File: config.mk
export PLATFORM = sky130hd
export DESIGN_NAME = bitmap_addr_gen_flat
export DESIGN_NICKNAME = d
export VERILOG_FILES = /design/src/rtl/bitmap_addr_pkg.sv /design/src/rtl/bitmap_addr_gen_if.sv /design/src/rtl/bitmap_addr_gen_axis_counter.sv /design/src/rtl/bitmap_addr_gen.sv /design/src/flat_wrapper.sv
export SDC_FILE = /design/constraint.sdc
export NUM_CORES = 1
export LEC_CHECK = 0
export ABC_AREA = 1
export CAP_MARGIN = 15
export CORE_MARGIN = 2
export CORE_UTILIZATION = 40
export DETAILED_ROUTE_END_ITERATION = 8
export GPL_TIMING_DRIVEN = 0
export HOLD_SLACK_MARGIN = 0.1
export PLACE_DENSITY = 0.74
export SETUP_SLACK_MARGIN = 0.3
export SLEW_MARGIN = 40
export SYNTH_ARGS = -nofsm -noshare
export SYNTH_HDL_FRONTEND = slang
export SYNTH_SLANG_ARGS = --single-unit
File: constraint.sdc
create_clock -name clk -period 1.7 [get_ports clk]
set_clock_uncertainty 0.05 [all_clocks]
set_input_delay 0.425 -clock clk [delete_from_list [all_inputs] [get_ports clk]]
set_output_delay 0.425 -clock clk [all_outputs]
set_load 0.03 [all_outputs]
File: src/rtl/bitmap_addr_pkg.sv
// bitmap_addr_pkg: default coordinate widths and DRAM word-address width derivation.
package bitmap_addr_pkg;

    localparam int XW_DEF   = 8;
    localparam int YW_DEF   = 8;
    localparam int PIXW_DEF = 2;

    function automatic int calc_aw(input int xw, input int yw, input int pixw);
        return xw + yw - pixw;
    endfunction

endpackage

File: src/rtl/bitmap_addr_gen_if.sv
// bitmap_addr_gen_if: control and address bus of bitmap_addr_gen; clip exists only with BITMAP_CLIP_EN.
interface bitmap_addr_gen_if
    import bitmap_addr_pkg::*;
#(
    parameter int XW   = XW_DEF,
    parameter int YW   = YW_DEF,
    parameter int PIXW = PIXW_DEF
);

    localparam int AW = calc_aw(XW, YW, PIXW);
    // a zero-width pixel select is carried as a single constant bit
    localparam int PW = (PIXW > 0) ? PIXW : 1;

    logic          x_load;
    logic          y_load;
    logic          x_dec;
    logic          y_dec;
    logic          x_step_en;
    logic          y_step_en;
    logic          access;
    logic          bitmap_mode;
    logic [7:0]    din;
    logic [15:0]   cpu_addr;
    logic [AW-1:0] dram_addr;
    logic [PW-1:0] pix_sel;
    logic [XW-1:0] x_out;
    logic [YW-1:0] y_out;
`ifdef BITMAP_CLIP_EN
    logic          clip;
`endif

    modport master (
        output x_load, y_load, x_dec, y_dec, x_step_en, y_step_en, access, bitmap_mode, din, cpu_addr,
        input  dram_addr, pix_sel, x_out, y_out
`ifdef BITMAP_CLIP_EN
        , clip
`endif
    );

    modport slave (
        input  x_load, y_load, x_dec, y_dec, x_step_en, y_step_en, access, bitmap_mode, din, cpu_addr,
        output dram_addr, pix_sel, x_out, y_out
`ifdef BITMAP_CLIP_EN
        , clip
`endif
    );

endinterface

File: src/rtl/bitmap_addr_gen_axis_counter.sv
// axis_counter: loadable up/down coordinate counter, wrapping or saturating; sticky flag port with BITMAP_CLIP_EN.
module axis_counter #(
    parameter int W   = 8,
    parameter bit SAT = 1'b0
) (
    input  logic         clk,
    input  logic         rst,
    input  logic         load,
    input  logic [W-1:0] din,
    input  logic         step,
    input  logic         dec,
`ifdef BITMAP_CLIP_EN
    output logic         flag,
`endif
    output logic [W-1:0] val
);

    logic [W-1:0] val_q, val_d;
    logic         at_lim, sat_hit;

    // adding all-ones is the modulo-2^W decrement
    always_comb begin
        at_lim  = dec ? (val_q == '0) : (val_q == '1);
        sat_hit = SAT && step && !load && at_lim;
        val_d   = load ? din : (step && !sat_hit) ? val_q + (dec ? {W{1'b1}} : W'(1)) : val_q;
    end

    always_ff @(posedge clk) begin
        if (rst) val_q <= '0;
        else     val_q <= val_d;
    end

    assign val = val_q;

`ifdef BITMAP_CLIP_EN
    logic flag_q, flag_d;

    always_comb flag_d = load ? 1'b0 : sat_hit ? 1'b1 : flag_q;

    always_ff @(posedge clk) begin
        if (rst) flag_q <= 1'b0;
        else     flag_q <= flag_d;
    end

    assign flag = flag_q;
`endif

endmodule

File: src/rtl/bitmap_addr_gen.sv
// bitmap_addr_gen: X/Y bitmap coordinate counters and DRAM word-address mux.
// Define BITMAP_CLIP_EN for saturating axes and the sticky clip output.
module bitmap_addr_gen
    import bitmap_addr_pkg::*;
#(
    parameter int XW   = XW_DEF,
    parameter int YW   = YW_DEF,
    parameter int PIXW = PIXW_DEF
) (
    input  logic             clk,
    input  logic             RESET,
    bitmap_addr_gen_if.slave bus
);

    localparam int AW = calc_aw(XW, YW, PIXW);
`ifdef BITMAP_CLIP_EN
    localparam bit SAT = 1'b1;
    logic x_flag, y_flag;
`else
    localparam bit SAT = 1'b0;
`endif

    logic [XW-1:0] x_val, x;
    logic [YW-1:0] y_val, y;
    logic [16:0]   cpu_ext;
    logic          unused_bits;

    axis_counter #(.W(XW), .SAT(SAT)) u_x (
        .clk  (clk),
        .rst  (RESET),
        .load (bus.x_load),
        .din  (bus.din[XW-1:0]),
        .step (bus.access & bus.x_step_en),
        .dec  (bus.x_dec),
`ifdef BITMAP_CLIP_EN
        .flag (x_flag),
`endif
        .val  (x_val)
    );

    axis_counter #(.W(YW), .SAT(SAT)) u_y (
        .clk  (clk),
        .rst  (RESET),
        .load (bus.y_load),
        .din  (bus.din[YW-1:0]),
        .step (bus.access & bus.y_step_en),
        .dec  (bus.y_dec),
`ifdef BITMAP_CLIP_EN
        .flag (y_flag),
`endif
        .val  (y_val)
    );

    // coordinates read as zero for the whole reset assertion, not just after the edge
    always_comb begin
        x             = RESET ? '0 : x_val;
        y             = RESET ? '0 : y_val;
        cpu_ext       = {1'b0, bus.cpu_addr};
        bus.x_out     = x;
        bus.y_out     = y;
        bus.dram_addr = bus.bitmap_mode ? {y, x[XW-1:PIXW]} : cpu_ext[AW:1];
        unused_bits   = ^{cpu_ext, bus.din};
    end

    if (PIXW > 0) begin : g_pix
        assign bus.pix_sel = x[PIXW-1:0];
    end else begin : g_nopix
        assign bus.pix_sel = 1'b0;
    end

`ifdef BITMAP_CLIP_EN
    assign bus.clip = x_flag | y_flag;
`endif

endmodule

File: src/flat_wrapper.sv
// flat-port wrapper written by rule: the top's interface ports become plain ports
module bitmap_addr_gen_flat import bitmap_addr_pkg::*;
#(
    parameter int XW   = XW_DEF,
    parameter int YW   = YW_DEF,
    parameter int PIXW = PIXW_DEF
)
  (clk, RESET, bus_x_load, bus_y_load, bus_x_dec, bus_y_dec, bus_x_step_en, bus_y_step_en, bus_access, bus_bitmap_mode, bus_din, bus_cpu_addr, bus_dram_addr, bus_pix_sel, bus_x_out, bus_y_out);
  bitmap_addr_gen_if #(.XW(XW), .YW(YW), .PIXW(PIXW)) bus_i ();
  input  logic clk;
  input  logic RESET;
  input wire logic [$bits(bus_i.x_load)-1:0] bus_x_load;
  input wire logic [$bits(bus_i.y_load)-1:0] bus_y_load;
  input wire logic [$bits(bus_i.x_dec)-1:0] bus_x_dec;
  input wire logic [$bits(bus_i.y_dec)-1:0] bus_y_dec;
  input wire logic [$bits(bus_i.x_step_en)-1:0] bus_x_step_en;
  input wire logic [$bits(bus_i.y_step_en)-1:0] bus_y_step_en;
  input wire logic [$bits(bus_i.access)-1:0] bus_access;
  input wire logic [$bits(bus_i.bitmap_mode)-1:0] bus_bitmap_mode;
  input wire logic [$bits(bus_i.din)-1:0] bus_din;
  input wire logic [$bits(bus_i.cpu_addr)-1:0] bus_cpu_addr;
  output wire logic [$bits(bus_i.dram_addr)-1:0] bus_dram_addr;
  output wire logic [$bits(bus_i.pix_sel)-1:0] bus_pix_sel;
  output wire logic [$bits(bus_i.x_out)-1:0] bus_x_out;
  output wire logic [$bits(bus_i.y_out)-1:0] bus_y_out;
  assign bus_i.x_load = bus_x_load;
  assign bus_i.y_load = bus_y_load;
  assign bus_i.x_dec = bus_x_dec;
  assign bus_i.y_dec = bus_y_dec;
  assign bus_i.x_step_en = bus_x_step_en;
  assign bus_i.y_step_en = bus_y_step_en;
  assign bus_i.access = bus_access;
  assign bus_i.bitmap_mode = bus_bitmap_mode;
  assign bus_i.din = bus_din;
  assign bus_i.cpu_addr = bus_cpu_addr;
  assign bus_dram_addr = bus_i.dram_addr;
  assign bus_pix_sel = bus_i.pix_sel;
  assign bus_x_out = bus_i.x_out;
  assign bus_y_out = bus_i.y_out;
  bitmap_addr_gen #(.XW(XW), .YW(YW), .PIXW(PIXW)) u_core (.clk(clk), .RESET(RESET), .bus(bus_i));
endmodule
==> results of run 1 <==
==> through the flow <==
| step | setup slack [ns] | power (µW) | area (µm²) | util |
|---|---|---|---|---|
| 4_1_cts | 0.0897 | 1650 | 3080 | 0.716 |
| 2_1_floorplan | 0.180 | 952 | 2050 | - |
| 5_1_grt | 0.0792 | 1870 | 3390 | 0.788 |
| 3_3_place_gp | -1.21 | 1190 | 2740 | 0.639 |
| 6_report | 0.0927 | 1790 | 3390 | 0.788 |
| 3_5_place_dp | -1.20 | 1200 | 2740 | 0.639 |
==> worst min path at each step <==
| stage | slack, ns | to | cells past startpoint |
|---|---|---|---|
| floorplan | 0.41 | u_core.u_y.val[0] | 2 |
| global placement | 0.42 | u_core.u_y.val[1] | 2 |
| detailed placement | 0.43 | u_core.u_y.val[1] | 2 |
| CTS | 0.44 | u_core.u_x.val[1] | 2 |
| global route | 0.47 | u_core.u_x.val[1] | 2 |
| finish | 0.46 | u_core.u_x.val[1] | 2 |
==> state kept, by name (all words and copies together) (netlist names) <==
name and cells:
u_core.u_y.val 8, u_core.u_x.val 8
==> cell usage in the layout, fill, tap and decap left out, drive strengths merged <==
master,Yosys,final
buf,6,72
nand2,62,62
inv,55,55
nor2,26,26
nand3,19,19
dlygate4sd2,0,17
dfxtp,16,16
mux2,14,14
a21oi,14,14
ha,12,12
clkdlybuf4s50,0,10
o22ai,8,8
a31oi,6,6
nand3b,5,5
clkbuf,0,4
or2,3,3
xor2,3,3
clkinv,2,2
fa,2,2
o21ai,2,2
o21bai,1,1
a2bb2oi,1,1
nand4,1,1
nor3,1,1
xnor2,1,1
==> cell type report <==
| class | instances | area, µm² | area share |
|---|---|---|---|
| Inverter | 57 | 216 | 0.0639 |
| Tap cell | 52 | 65.1 | 0.0192 |
| Timing Repair Buffer | 93 | 990 | 0.292 |
| Buffer | 6 | 103 | 0.0303 |
| Sequential cell | 16 | 345 | 0.102 |
| Multi-Input combinational cell | 181 | 1610 | 0.476 |
| Clock buffer | 4 | 55.1 | 0.0163 |
==> metal layers <==
metal,vias to the layer above,wire [µm]
met2,81,3050
met5,-,0
met1,996,2560
met3,16,393
li1,1024,-
met4,0,127
==> worst register-to-register path, stage by stage (launching register included) <==
cell	delay (ns)
dfxtp_2	0.37
inv_4	0.06
fa_2	0.39
inv_2	0.06
nand2_2	0.05
nand2_4	0.08
nand3b_4	0.09
nand3_1	0.10
nand3_2	0.09
a21oi_2	0.12
==> timing repair <==
| item | 4_1_cts | 5_1_grt |
|---|---|---|
| gates cloned | 2 | 0 |
| setup buffers | 9 | 19 |
| endpoints found under the hold margin | 0 | 0 |
| gates resized for setup | 316 | 46 |
| pin swaps | 11 | 25 |
| endpoints found under the setup margin | 48 | 48 |
==> logic make-up after synthesis <==
logic type / count (synthesis) / share of synthesized area
and+or+nand+nor: 117 / 0.331
buffers and inverters: 63 / 0.146
AOI/OAI and AO/OA: 32 / 0.124
DFF: 16 / 0.182
muxes: 14 / 0.0896
adders and majority gates: 14 / 0.108
xor gates and xnor gates: 4 / 0.0199
==> power groups by stage <==
stage	registers (µW)	clock network, µW	logic (µW)
after detailed placement	434	0	768
after global placement	433	0	755
final	433	356	997
after floorplan	428	0	524
after global routing	435	377	1060
after CTS	431	357	857
==> results_dict.tcl, run 1 <==
set metrics [dict create \
    hold-worst-slack_ns 0.457 \
    grt_pass1_vias 1948 \
    leakage_uw 0.00160 \
    critPathLaunchType "input port" \
    synth_edf_count 0 \
    critPathCaptureType "output port" \
    startpoint "RESET" \
    ctsHoldBuffers 0 \
    maxSlewHeadroom 0.807 \
    path_cells "buf_12 -> buf_12 -> nor2_4 -> mux2_4 -> buf_6" \
    fin_tns_setup_ns 0 \
    hpwl_mm 3.90 \
    grtUsageMet3 0.0375 \
    slowest_delay_ns 0.26 \
    ios 66 \
    cp_common_cell "buf_12" \
    grt_max_degree 10 \
    drc_errors 0 \
    netlist.top_cell.by_area "dfxtp_1" \
    synth.net_count 308 \
    tritoncts "built" \
    syn_inst 260 \
    final_nets 406 \
    hold_viol_final 0 \
    drive_above_1_share 0.588 \
    setup-violations-final 0 \
    cp.depth 5 \
    clock-sinks 16 \
    syn_to_final_growth_pct 92.5 \
    fin_cells 409 \
    path_delay_family "buffers and inverters" \
    min_from "u_core.u_x.val[1]" \
    pwr-share-seq 0.242 \
    ys_warn_count 0 \
    grtUsageTotal 0.223 \
    rsz0062_at_grt "yes" \
    die_w_um 70.3 \
    netSwitchingPower_uw 684 \
    slew_violations 0 \
    period_share 0.945 \
    power.density_mw_per_mm2 527 \
    r2r-start "u_core.u_y.val[0]" \
    hold_path.class "reg2reg" \
    worstSkewPairLatency_ns 0.25 \
    worstPathRequired_ns 1.22 \
    path_class "in2out" \
    root_buffer "clkbuf_8" \
    ys_top_cells_by_area "dfxtp_1, nand2_1, inv_1" \
    grt_busiest_layer "met2" \
    crit_arrival_ns 1.13 \
    vias 2117 \
    synth.top_cell.area_share 0.182 \
    syn-mean-instance-area_um2 6.77 \
    clockBufferDepth 2 \
    dieHeight_um 70.3 \
    swShare 0.383 \
    cp_slowest_cell "mux2_4" \
    yosys-top-cells-count "nand2_1, inv_1, nor2_1" \
    wl_per_cell_um 15.0 \
    post-route-min-period_ns 1.61 \
    power.internal_uw 1100 \
    ant_nets 0 \
    globalRouteMet2Util 0.384 \
    clk_pin_slew_worst_paths_ns 0.07 \
    core_mm2 0.00429 \
    dieArea_mm2 0.00494 \
    synthArstFlopShare 0 \
    dp.cells 375 \
    r2r-end "u_core.u_y.val[6]" \
    ir_drop_v 0.000367 \
    path_buf_inv 3 \
    grt_antenna_before_repair 0 \
    ys.flop_type "dfxtp_1" \
    seq_area_frac_synth 0.182 \
    n_fill_cell 304 \
    max_freq_mhz 622 \
    worst_pin_slew_ns 0.289 \
    viasPerCell 5.18 \
    cts_made_buffers 3 \
    wl_mm 6.13 \
    synth.distinct_cells 33 \
    clockPowerShare 0.200 \
    crit_path_end "bus_dram_addr[2]" \
    grt_overflow 0 \
    r2r_setup_slack_ns 0.16 \
    initial_core_util 0.410 \
    syn-cell-area_mm2 0.00176 \
    place_congestion 0.833 \
    n_antenna_cell 0 \
    drtPass1Iterations 4 \
    drt-initial-drc-count 72 \
    grt.met1_usage 0.300 \
    cap_viol_max_count 0 \
    status "finished, final reports clean" \
    combPwrFrac 0.558 \
    rows 24 \
    ff2ff_path_depth 9 \
    crit_path_max_fanout 5 \
    yosysMostFrequentCell "nand2_1" \
    grt_pass1_wl_mm 8.98 \
    htree_num_levels 1 \
    ys_ff_latch 16 \
    io_buffer_count 63 \
]
Note: power is estimated with default switching activity, not from simulation.
==> run 2: changes to the inputs <==
--- a/config.mk
+++ b/config.mk
@@ -14,7 +14,7 @@
 export HOLD_SLACK_MARGIN = 0.1
 export PLACE_DENSITY = 0.74
 export SETUP_SLACK_MARGIN = 0.3
-export SLEW_MARGIN = 40
+export SLEW_MARGIN = 20
 export SYNTH_ARGS = -nofsm -noshare
 export SYNTH_HDL_FRONTEND = slang
 export SYNTH_SLANG_ARGS = --single-unit
==> results of run 2 <==
The final DEF is identical to that of run 1; final timing and power are the same.
==> run 3: changes to the inputs <==
--- a/config.mk
+++ b/config.mk
@@ -12,7 +12,7 @@
 export DETAILED_ROUTE_END_ITERATION = 8
 export GPL_TIMING_DRIVEN = 0
 export HOLD_SLACK_MARGIN = 0.1
-export PLACE_DENSITY = 0.74
+export PLACE_DENSITY_LB_ADDON = 0.15
 export SETUP_SLACK_MARGIN = 0.3
 export SLEW_MARGIN = 20
 export SYNTH_ARGS = -nofsm -noshare
==> run 3 against run 2 <==
Sequential share of layout area increased by 0.15 points. Utilization decreased by 1.1 points. Wire length is 7.3% lower. First-iteration DRC count is 13% higher. Register-to-register slack gained 0.05 ns.
==> results_dict.tcl, run 3 (synthesis results as in run 1) <==
set metrics [dict create \
    status "finished, final reports clean" \
    grt_pass1_wl_mm 8.91 \
    rsz0062_at_grt "yes" \
    vias 2075 \
    drt-initial-drc-count 81 \
    n_fill_cell 307 \
    io_buffer_count 63 \
    critPathLaunchType "input port" \
    cap_viol_max_count 0 \
    slew_violations 0 \
    n_antenna_cell 0 \
    hold-worst-slack_ns 0.454 \
    ctsHoldBuffers 0 \
    maxSlewHeadroom 0.790 \
    layout_common_cells "nand2_1, buf_6, inv_1" \
    hpwl_mm 3.78 \
    layout_commonest_cell "nand2_1" \
    drtPass1Iterations 5 \
    dp.cells 375 \
    setup-violations-final 0 \
    cts_made_buffers 3 \
    period_share 0.943 \
    worstSkewPairLatency_ns 0.25 \
    ir_drop_v 0.000463 \
    die_w_um 70.3 \
    clk_pin_slew_worst_paths_ns 0.06 \
    fin_cells 413 \
    utilization 0.777 \
    initial_core_util 0.410 \
    grtUsageTotal 0.222 \
    dieHeight_um 70.3 \
    cp_slowest_cell "mux2_4" \
    rows 24 \
    ant_nets 0 \
    max_freq_mhz 624 \
    cp_common_cell "buf_12" \
    hold_path.class "reg2reg" \
    final_nets 411 \
    grt_max_degree 9 \
    p_total_uw 1670 \
    slowest_delay_ns 0.30 \
    place_congestion 0.792 \
    power.density_mw_per_mm2 501 \
    worstPathRequired_ns 1.22 \
    hold_viol_final 0 \
    critPathCaptureType "output port" \
    grt_pass1_vias 1979 \
    ios 66 \
    htree_num_levels 1 \
    core_mm2 0.00429 \
    post-route-min-period_ns 1.60 \
    path_class "in2out" \
    dieArea_mm2 0.00494 \
    wl_per_cell_um 13.8 \
    crit_path_max_fanout 5 \
    tritoncts "built" \
    path_cells "buf_12 -> buf_12 -> mux2_4 -> buf_6" \
    leakage_uw 0.00159 \
    placed_cell_area_mm2 0.00274 \
    design_area_mm2 0.00334 \
    viasPerCell 5.02 \
    root_buffer "clkbuf_8" \
    grt_antenna_before_repair 0 \
    grt_overflow 0 \
    drc_errors 0 \
    syn_to_final_growth_pct 89.7 \
    crit_arrival_ns 1.13 \
    drive_above_1_share 0.579 \
    clock-sinks 16 \
    clockBufferDepth 2 \
    wl_mm 5.68 \
    worst_pin_slew_ns 0.315 \
]
-- run 3: report_power, final --
| group | internal (µW) | total [µW] | switching, µW |
|---|---|---|---|
| logic | 471 | 951 | 480 |
| clock network | 157 | 289 | 132 |
| registers | 407 | 431 | 24.6 |
-- run 3: final cells by class --
cell class,count,area (µm²),share of cell area
inverter,57,216,0.0649
timing repair buffer,98,1020,0.304
sequential,16,345,0.103
tap,52,65.1,0.0195
buffer,6,103,0.0307
multi-input combinational,181,1550,0.465
clock buffer,3,41.3,0.0124
-- run 3: timing repair --
action                                  CTS  global route
resized for setup                       325            23
endpoints found under the setup margin   47            48
pin swaps                                20            20
setup buffers                            15            18
gates cloned                              2             0
-- run 3: path summary, 6_finish.rpt --
check / startpoint / end / slack [ns] / depth (start not counted)
worst min register to register: u_core.u_x.val[1] / u_core.u_x.val[1] / 0.45 / 2
worst min-delay path: u_core.u_x.val[1] / u_core.u_x.val[1] / 0.45 / 2
worst max register to register: u_core.u_y.val[2] / u_core.u_y.val[7] / 0.21 / 8
worst max-delay path: bus_bitmap_mode / bus_dram_addr[4] / 0.1 / 4
-- run 3: critical path: cells and delay by family --
kind,cells,cell delay [ns]
buffers and inverters,3,0.40
multiplexers,1,0.30
-- run 3: layer usage --
layer  vias to the layer above  track usage  part of all wire
li1                       1031            -                 -
met1                       952        0.267              0.39
met2                        88        0.405              0.53
met3                         4       0.0563             0.079
met4                         0       0.0299            0.0026
met5                         -            0                 0
-- run 3: per-stage QoR --
stage	setup WS, ns	setup TNS (ns)
6_report	0.0962	0
5_1_grt	0.0884	0
4_1_cts	0.0964	0
3_5_place_dp	-1.14	-40.88
3_3_place_gp	-1.14	-40.63
2_1_floorplan	0.180	0
